File: src/rtl/mul_share_pkg.sv
// Shared width helpers for the shared-multiplier arbiter and its result FIFO.
package mul_share_pkg;

    function automatic int unsigned clog2_f(input int unsigned v);
        int unsigned r;
        r = 0;
        while ((64'd1 << r) < 64'(v)) r++;
        return r;
    endfunction

    function automatic int unsigned id_width(input int unsigned nreq);
        return (clog2_f(nreq) < 1) ? 1 : clog2_f(nreq);
    endfunction

    // Tag = {valid, requester id}
    function automatic int unsigned tag_width(input int unsigned idw);
        return 1 + idw;
    endfunction

    function automatic int unsigned cnt_width(input int unsigned depth);
        return clog2_f(depth + 1);
    endfunction

    function automatic int unsigned inflight_width(input int unsigned lat);
        return clog2_f(lat + 1);
    endfunction

endpackage

File: src/rtl/mul_share_fifo.sv
// Synchronous result FIFO with occupancy count; simultaneous read/write keeps count.
module mul_share_fifo
    import mul_share_pkg::*;
#(
    parameter int unsigned DW    = 8,
    parameter int unsigned DEPTH = 4,
    parameter int unsigned CNT_W = cnt_width(DEPTH)
) (
    input  logic             clk,
    input  logic             rst_n,
    input  logic             wr_en,
    input  logic [DW-1:0]    wr_data,
    input  logic             rd_en,
    output logic [DW-1:0]    rd_data,
    output logic [CNT_W-1:0] count
);

    localparam int unsigned PTR_W = clog2_f(DEPTH);

    logic [DW-1:0]    mem_q [DEPTH];
    logic [PTR_W-1:0] wr_ptr_q, wr_ptr_d, rd_ptr_q, rd_ptr_d;
    logic [CNT_W-1:0] count_q, count_d;

    always_comb begin
        wr_ptr_d = wr_en ? wr_ptr_q + PTR_W'(1) : wr_ptr_q;
        rd_ptr_d = rd_en ? rd_ptr_q + PTR_W'(1) : rd_ptr_q;
        case ({wr_en, rd_en})
            2'b10:   count_d = count_q + CNT_W'(1);
            2'b01:   count_d = count_q - CNT_W'(1);
            default: count_d = count_q;
        endcase
    end

    always_ff @(posedge clk or negedge rst_n) begin
        if (!rst_n) begin
            wr_ptr_q <= '0;
            rd_ptr_q <= '0;
            count_q  <= '0;
        end else begin
            wr_ptr_q <= wr_ptr_d;
            rd_ptr_q <= rd_ptr_d;
            count_q  <= count_d;
        end
    end

    always_ff @(posedge clk) begin
        if (wr_en) mem_q[wr_ptr_q] <= wr_data;
    end

    assign rd_data = mem_q[rd_ptr_q];
    assign count   = count_q;

    a_no_overflow: assert property (@(posedge clk) disable iff (!rst_n)
        !(wr_en && !rd_en && count_q == CNT_W'(DEPTH)));
    a_no_underflow: assert property (@(posedge clk) disable iff (!rst_n)
        !(rd_en && count_q == '0));

endmodule

File: src/rtl/multiplierCarry.sv
// Three-stage pipelined carry-save multiplier: operand regs, sum/carry regs, final add.
module multiplierCarry #(
    parameter int unsigned width = 4
) (
    input  logic                 clk,
    input  logic [width-1:0]     a,
    input  logic [width-1:0]     b,
    output logic [2*width-1:0]   y
);

    logic [width-1:0]   areg, breg;
    logic [2*width-1:0] psreg, pcreg, yi;
    logic [2*width-1:0] ps_d, pc_d, pp, ncar;

    // Bits carried past the MSB are multiples of 2^(2*width) and cannot affect the product.
    always_comb begin
        ps_d = '0;
        pc_d = '0;
        pp   = '0;
        ncar = '0;
        for (int unsigned i = 0; i < width; i++) begin
            pp   = breg[i] ? ({{width{1'b0}}, areg} << i) : '0;
            ncar = ((ps_d & pc_d) | (ps_d & pp) | (pc_d & pp)) << 1;
            ps_d = ps_d ^ pc_d ^ pp;
            pc_d = ncar;
        end
    end

    always_ff @(posedge clk) begin
        areg  <= a;
        breg  <= b;
        psreg <= ps_d;
        pcreg <= pc_d;
        yi    <= psreg + pcreg;
    end

    assign y = yi;

endmodule

File: src/rtl/mul_share_arb.sv
// Round-robin sharing of one non-stallable pipelined multiplier among NREQ requesters,
// with a credit-guarded result FIFO so no product is ever dropped.
module mul_share_arb
    import mul_share_pkg::*;
#(
    parameter int unsigned WIDTH      = 4,
    parameter int unsigned NREQ       = 4,
    parameter int unsigned IDW        = 2,
    parameter int unsigned MUL_LAT    = 3,
    parameter int unsigned FIFO_DEPTH = 4
) (
    input  logic                    clk,
    input  logic                    rst_n,
    input  logic [NREQ-1:0]         req_valid,
    output logic [NREQ-1:0]         req_ready,
    input  logic [NREQ*WIDTH-1:0]   req_a,
    input  logic [NREQ*WIDTH-1:0]   req_b,
    output logic                    resp_valid,
    input  logic                    resp_ready,
    output logic [2*WIDTH-1:0]      resp_y,
    output logic [IDW-1:0]          resp_id,
    output logic                    busy
);

    localparam int unsigned TAG_W = tag_width(IDW);
    localparam int unsigned CNT_W = cnt_width(FIFO_DEPTH);
    localparam int unsigned INF_W = inflight_width(MUL_LAT);
    localparam int unsigned SUM_W = clog2_f(FIFO_DEPTH + MUL_LAT + 1);
    localparam int unsigned FW    = 2*WIDTH + IDW;

    logic [IDW-1:0]     rr_q, rr_d, gnt_idx;
    logic [IDW:0]       cand;
    logic               gnt_found, can_issue, accept;
    logic [WIDTH-1:0]   mul_a, mul_b;
    logic [2*WIDTH-1:0] mul_y;
    logic [TAG_W-1:0]   tag_q [MUL_LAT];
    logic [TAG_W-1:0]   tag_d [MUL_LAT];
    logic [INF_W-1:0]   inflight_q, inflight_d;
    logic [CNT_W-1:0]   fifo_count;
    logic               fifo_wr, fifo_rd;
    logic [FW-1:0]      fifo_wdata, fifo_rdata;

    always_comb begin
        gnt_found = 1'b0;
        gnt_idx   = '0;
        cand      = '0;
        for (int unsigned k = 0; k < NREQ; k++) begin
            cand = {1'b0, rr_q} + (IDW+1)'(k);
            if (cand >= (IDW+1)'(NREQ)) cand = cand - (IDW+1)'(NREQ);
            if (!gnt_found && req_valid[cand[IDW-1:0]]) begin
                gnt_found = 1'b1;
                gnt_idx   = cand[IDW-1:0];
            end
        end
    end

    // Credits only see the FIFO count after the edge, so resp_ready never reaches req_ready.
    assign can_issue = rst_n &&
        ((SUM_W'(inflight_q) + SUM_W'(fifo_count)) < SUM_W'(FIFO_DEPTH));
    assign accept = gnt_found & can_issue;

    always_comb begin
        req_ready = '0;
        if (accept) req_ready[gnt_idx] = 1'b1;
        mul_a = accept ? req_a[gnt_idx*WIDTH +: WIDTH] : '0;
        mul_b = accept ? req_b[gnt_idx*WIDTH +: WIDTH] : '0;
        if (accept) rr_d = (gnt_idx == IDW'(NREQ-1)) ? '0 : gnt_idx + IDW'(1);
        else        rr_d = rr_q;
    end

    // One tag stage per multiplier stage so the exiting tag lines up with y.
    always_comb begin
        tag_d[0] = {accept, accept ? gnt_idx : '0};
        for (int unsigned i = 1; i < MUL_LAT; i++) tag_d[i] = tag_q[i-1];
    end

    assign fifo_wr    = tag_q[MUL_LAT-1][TAG_W-1];
    assign fifo_wdata = {mul_y, tag_q[MUL_LAT-1][IDW-1:0]};

    always_comb begin
        case ({accept, fifo_wr})
            2'b10:   inflight_d = inflight_q + INF_W'(1);
            2'b01:   inflight_d = inflight_q - INF_W'(1);
            default: inflight_d = inflight_q;
        endcase
    end

    always_ff @(posedge clk or negedge rst_n) begin
        if (!rst_n) begin
            rr_q       <= '0;
            inflight_q <= '0;
            for (int unsigned i = 0; i < MUL_LAT; i++) tag_q[i] <= '0;
        end else begin
            rr_q       <= rr_d;
            inflight_q <= inflight_d;
            for (int unsigned i = 0; i < MUL_LAT; i++) tag_q[i] <= tag_d[i];
        end
    end

    multiplierCarry #(.width(WIDTH)) u_mul (
        .clk (clk),
        .a   (mul_a),
        .b   (mul_b),
        .y   (mul_y)
    );

    mul_share_fifo #(.DW(FW), .DEPTH(FIFO_DEPTH), .CNT_W(CNT_W)) u_fifo (
        .clk     (clk),
        .rst_n   (rst_n),
        .wr_en   (fifo_wr),
        .wr_data (fifo_wdata),
        .rd_en   (fifo_rd),
        .rd_data (fifo_rdata),
        .count   (fifo_count)
    );

    assign resp_valid = (fifo_count != '0);
    assign fifo_rd    = resp_valid & resp_ready;
    assign resp_y     = resp_valid ? fifo_rdata[FW-1:IDW] : '0;
    assign resp_id    = resp_valid ? fifo_rdata[IDW-1:0] : '0;
    assign busy       = (inflight_q != '0) | (fifo_count != '0);

endmodule

File: config.mk
export PLATFORM = sky130hd
export DESIGN_NAME = mul_share_arb
export DESIGN_NICKNAME = d
export VERILOG_FILES = /design/src/rtl/mul_share_pkg.sv /design/src/rtl/mul_share_fifo.sv /design/src/rtl/multiplierCarry.sv /design/src/rtl/mul_share_arb.sv
export SDC_FILE = /design/constraint.sdc
export NUM_CORES = 1
export LEC_CHECK = 0
export ABC_CLOCK_PERIOD_IN_PS = 2900
export CORE_ASPECT_RATIO = 1.1
export CORE_MARGIN = 2
export CORE_UTILIZATION = 47
export CTS_CLUSTER_DIAMETER = 40
export DETAILED_ROUTE_END_ITERATION = 10
export GPL_ROUTABILITY_DRIVEN = 0
export GPL_TIMING_DRIVEN = 0
export MAX_ROUTING_LAYER = met4
export PLACE_DENSITY = 0.71
export SYNTH_ARGS = -nofsm -noshare
export SYNTH_HDL_FRONTEND = slang
export SYNTH_SLANG_ARGS = --single-unit
File: constraint.sdc
create_clock -name clk -period 2.9 [get_ports clk]
set_clock_uncertainty 0.15 [all_clocks]
set_input_delay 0.58 -clock clk [delete_from_list [all_inputs] [get_ports clk]]
set_output_delay 0.58 -clock clk [all_outputs]
set_load 0.01 [all_outputs]
==> key figures <==
Status
  • Status: finished clean

Die
  • Core box area: 0.007473 mm^2
  • Initial core utilization: 48.59%
  • Die area: 0.008446 mm^2
  • I/O pins: 55
  • Die width: 87.81 um
  • DIE HEIGHT: 96.19 um
  • # rows: 33

Global route
  • First-pass GRT wire length: 9.508 mm
  • Initial antenna violation count: 0
  • GRT Residual Overflow: 0
  • Largest net degree at the start of global routing: 22
  • Vias in the first global route: 2130
  • Tot GR Track Use: 15.70%

Clock tree
  • Clk root buf: clkbuf_8
  • Clock Sinks: 86
  • Clk slew on worst S/H paths: 0.09 ns
  • CTS tree: done
  • Post-cts hold buffer count: 0
  • CTS buffer count: 9
  • H-tree Lvls: 3
  • CTS Buffer Depth: 2
  • Worst skew pair latency: 0.35 ns

Final layout
  • Nets: 380
  • Commonest non-fill, non-tap cells in the layout: 46 x clkdlybuf4s50_1, 40 x edfxtp_1, 28 x and2_1
  • Share of layout cells above drive strength 1: 16.77%
  • Area growth from synthesis to layout: 25.29%
  • N_diodes: 0
  • Commonest non-fill, non-tap cell in the layout: clkdlybuf4s50_1
  • Post-route cell area: 0.004549 mm^2
  • Final Util: 60.87%

Logic synthesis
  • Yosys warns: 0
  • Synth Area per Inst: 14.76 um^2
  • Sequential fraction of the synthesis area: 61.20%
  • Synth cell types: 31
  • Post-synth EDFFs: 40
  • Synth Cell Area: 0.003631 mm^2
  • Post-synth net total: 309
  • Dominant cells by area after synthesis: edfxtp_1 33%, dfxtp_1 14%, dfrtp_1 14%
  • Top-area cell type share of the netlist area: 33.08%
  • Post-Syn Instances: 246
  • Ys async rst share: 23.26%
  • Primary FF master, synth: edfxtp_1
  • Largest area contributor in the netlist: edfxtp_1
  • Yosys reg bits: 86

Critical path
  • Max incr delay on CP: 0.46 ns
  • Worst Path Required: 2.17 ns
  • Crit path cell chain: clkdlybuf4s50_1 -> o22a_1 -> buf_6 -> buf_4 -> ha_1 -> and2_2 -> clkdlybuf4s15_1
  • Reg2reg setup slack: 0.67 ns
  • Slowest CP cell: clkdlybuf4s50_1
  • Worst Setup End Kind: primary output
  • Arrival @ worst endpoint: 2.09 ns
  • Worst Setup Start Kind: primary input
  • Crit path kind: primary input to primary output
  • Critical path fanouts, max: 4

Timing
  • Hold violation total from the final report: 0
  • Period minus WS final: 2.816 ns
  • Setup violators final: 0
  • Final period utilization: 97.10%
  • Slew Limit Fails: 0
  • Worst-Margin Slew: 0.5336 ns
  • Worst setup margin: 0.08423 ns
  • Max Fclk: 355.1 MHz
  • Slew headroom: 64.43%

Hold path
  • Hold Crit Class: primary input to asynchronous set/reset pin

Route
  • Antenna Violating Nets Remaining: 0
  • DRC: 0
  • Wire per inst: 12.89 um
  • Via count: 2003
  • Initial DRC count: 78
  • WL final: 5.504 mm
  • Drt first pass iters: 5
  • DR vias/cell: 4.691

Pwr
  • Reg power frac: 45.1%
  • Comb power frac: 36.3%
  • Leak: 1.888 nW
  • PwrDens: 895.4 mW/mm^2
  • Sw power: 1.297 mW
  • Clock power frac: 18.6%
  • Peak supply drop: 0.4073 mV
  • P_int: 2.777 mW
  • Switching Share: 31.83%

Place
  • DP HPWL: 3.924 mm
  • Port Buf Inserts: 54
  • DP Area: 0.004303 mm^2
  • Pre-CTS WS: -0.8253 ns

Run
  • Max-cap violations: 0
-- worst paths after layout --
| kind | start | end | depth (start not counted) |
|---|---|---|---|
| setup / recovery | req_valid[3] | req_ready[3] | 7 |
| hold / removal | rst_n | rr_q[1] | 1 |
| setup reg to reg | inflight_q[1] | inflight_q[1] | 8 |
| hold reg to reg | u_mul.psreg[1] | u_mul.y[1] | 0 |
| max in group asynchronous | rst_n | u_fifo.rd_ptr_q[0] | 1 |
| min in group clk | u_mul.psreg[1] | u_mul.y[1] | 0 |
-- power groups by stage --
stage	clock network, mW	logic [mW]	registers [mW]
after detailed placement	0	1.44	1.87
after CTS	0.776	1.45	1.85
after global placement	0	1.41	1.85
after global routing	0.829	1.65	1.89
after floorplan	0	0.967	1.80
final	0.756	1.48	1.84
-- registers in the layout, indices dropped and copies added (netlist names), 3 cells and up --
register / cells
u_mul.areg: 4
u_mul.pcreg: 3
u_fifo.mem_q: 40
u_mul.psreg: 7
u_mul.breg: 4
u_mul.y: 8
u_fifo.count: 3
tag_d: 6
-- worst max-delay path: cells and delay by family --
kind	cells	cell delay, ns
compound gates	1	0.25
fa+ha+maj	1	0.16
buf+inv	4	0.94
simple gates	1	0.16
-- per-layer routing --
| metal | share of wire [%] | global-route usage [%] | up-vias |
|---|---|---|---|
| li1 | - | - | 996 |
| met1 | 43 | 17.03 | 942 |
| met2 | 51 | 26.83 | 61 |
| met3 | 5.4 | 4.974 | 4 |
| met4 | 0.82 | 6.154 | 0 |
| met5 | 0 | - | - |
-- cell usage after synthesis, drive strengths merged, types with 3 or more instances --
cell type  number
and2           30
o22ai           8
dfrtp          20
mux4           10
nor2            5
nand2          11
xor2            6
buf             3
dfxtp          26
ha             16
fa              8
a21o            3
xnor2           6
inv            22
edfxtp         40
mux2i          18
a21oi           3
-- through the flow --
step                cells  hold slack (ns)  setup TNS (ns)  power (mW)
detailed placement    405           0.1621          -4.299       3.303
global route          427           0.1653        -0.01508       4.369
global placement      405           0.1613          -4.074       3.259
floorplan             246           0.1344               0       2.766
CTS                   423           0.1326               0       4.075
finish                427           0.1346               0       4.074
-- layout make-up --
type,instances,area (um^2)
fill,602,2924
sequential,86,2225
multi-input combinational,133,1313
timing repair buffer,61,581.8
tap,105,131.4
clock buffer,9,123.9
inverter,22,82.58
clock inverter,7,56.30
buffer,4,36.28
-- repair_timing --
action | 4_1_cts | 5_1_grt
resized for setup | 22 | 10
pin swaps | 3 | 4
setup buffers | 3 | 4
setup endpoints to repair | 14 | 12
-- cells by family after synthesis --
family	synth area share, %
AND/OR/NAND/NOR	7.374
flip-flops	61.20
multiplexers	11.47
adder cells (fa/ha/maj)	9.924
AO/OA/AOI/OAI	3.653
XOR/XNOR	2.895
buffers and inverters	3.480
Power figures use the tool's default switching activity.
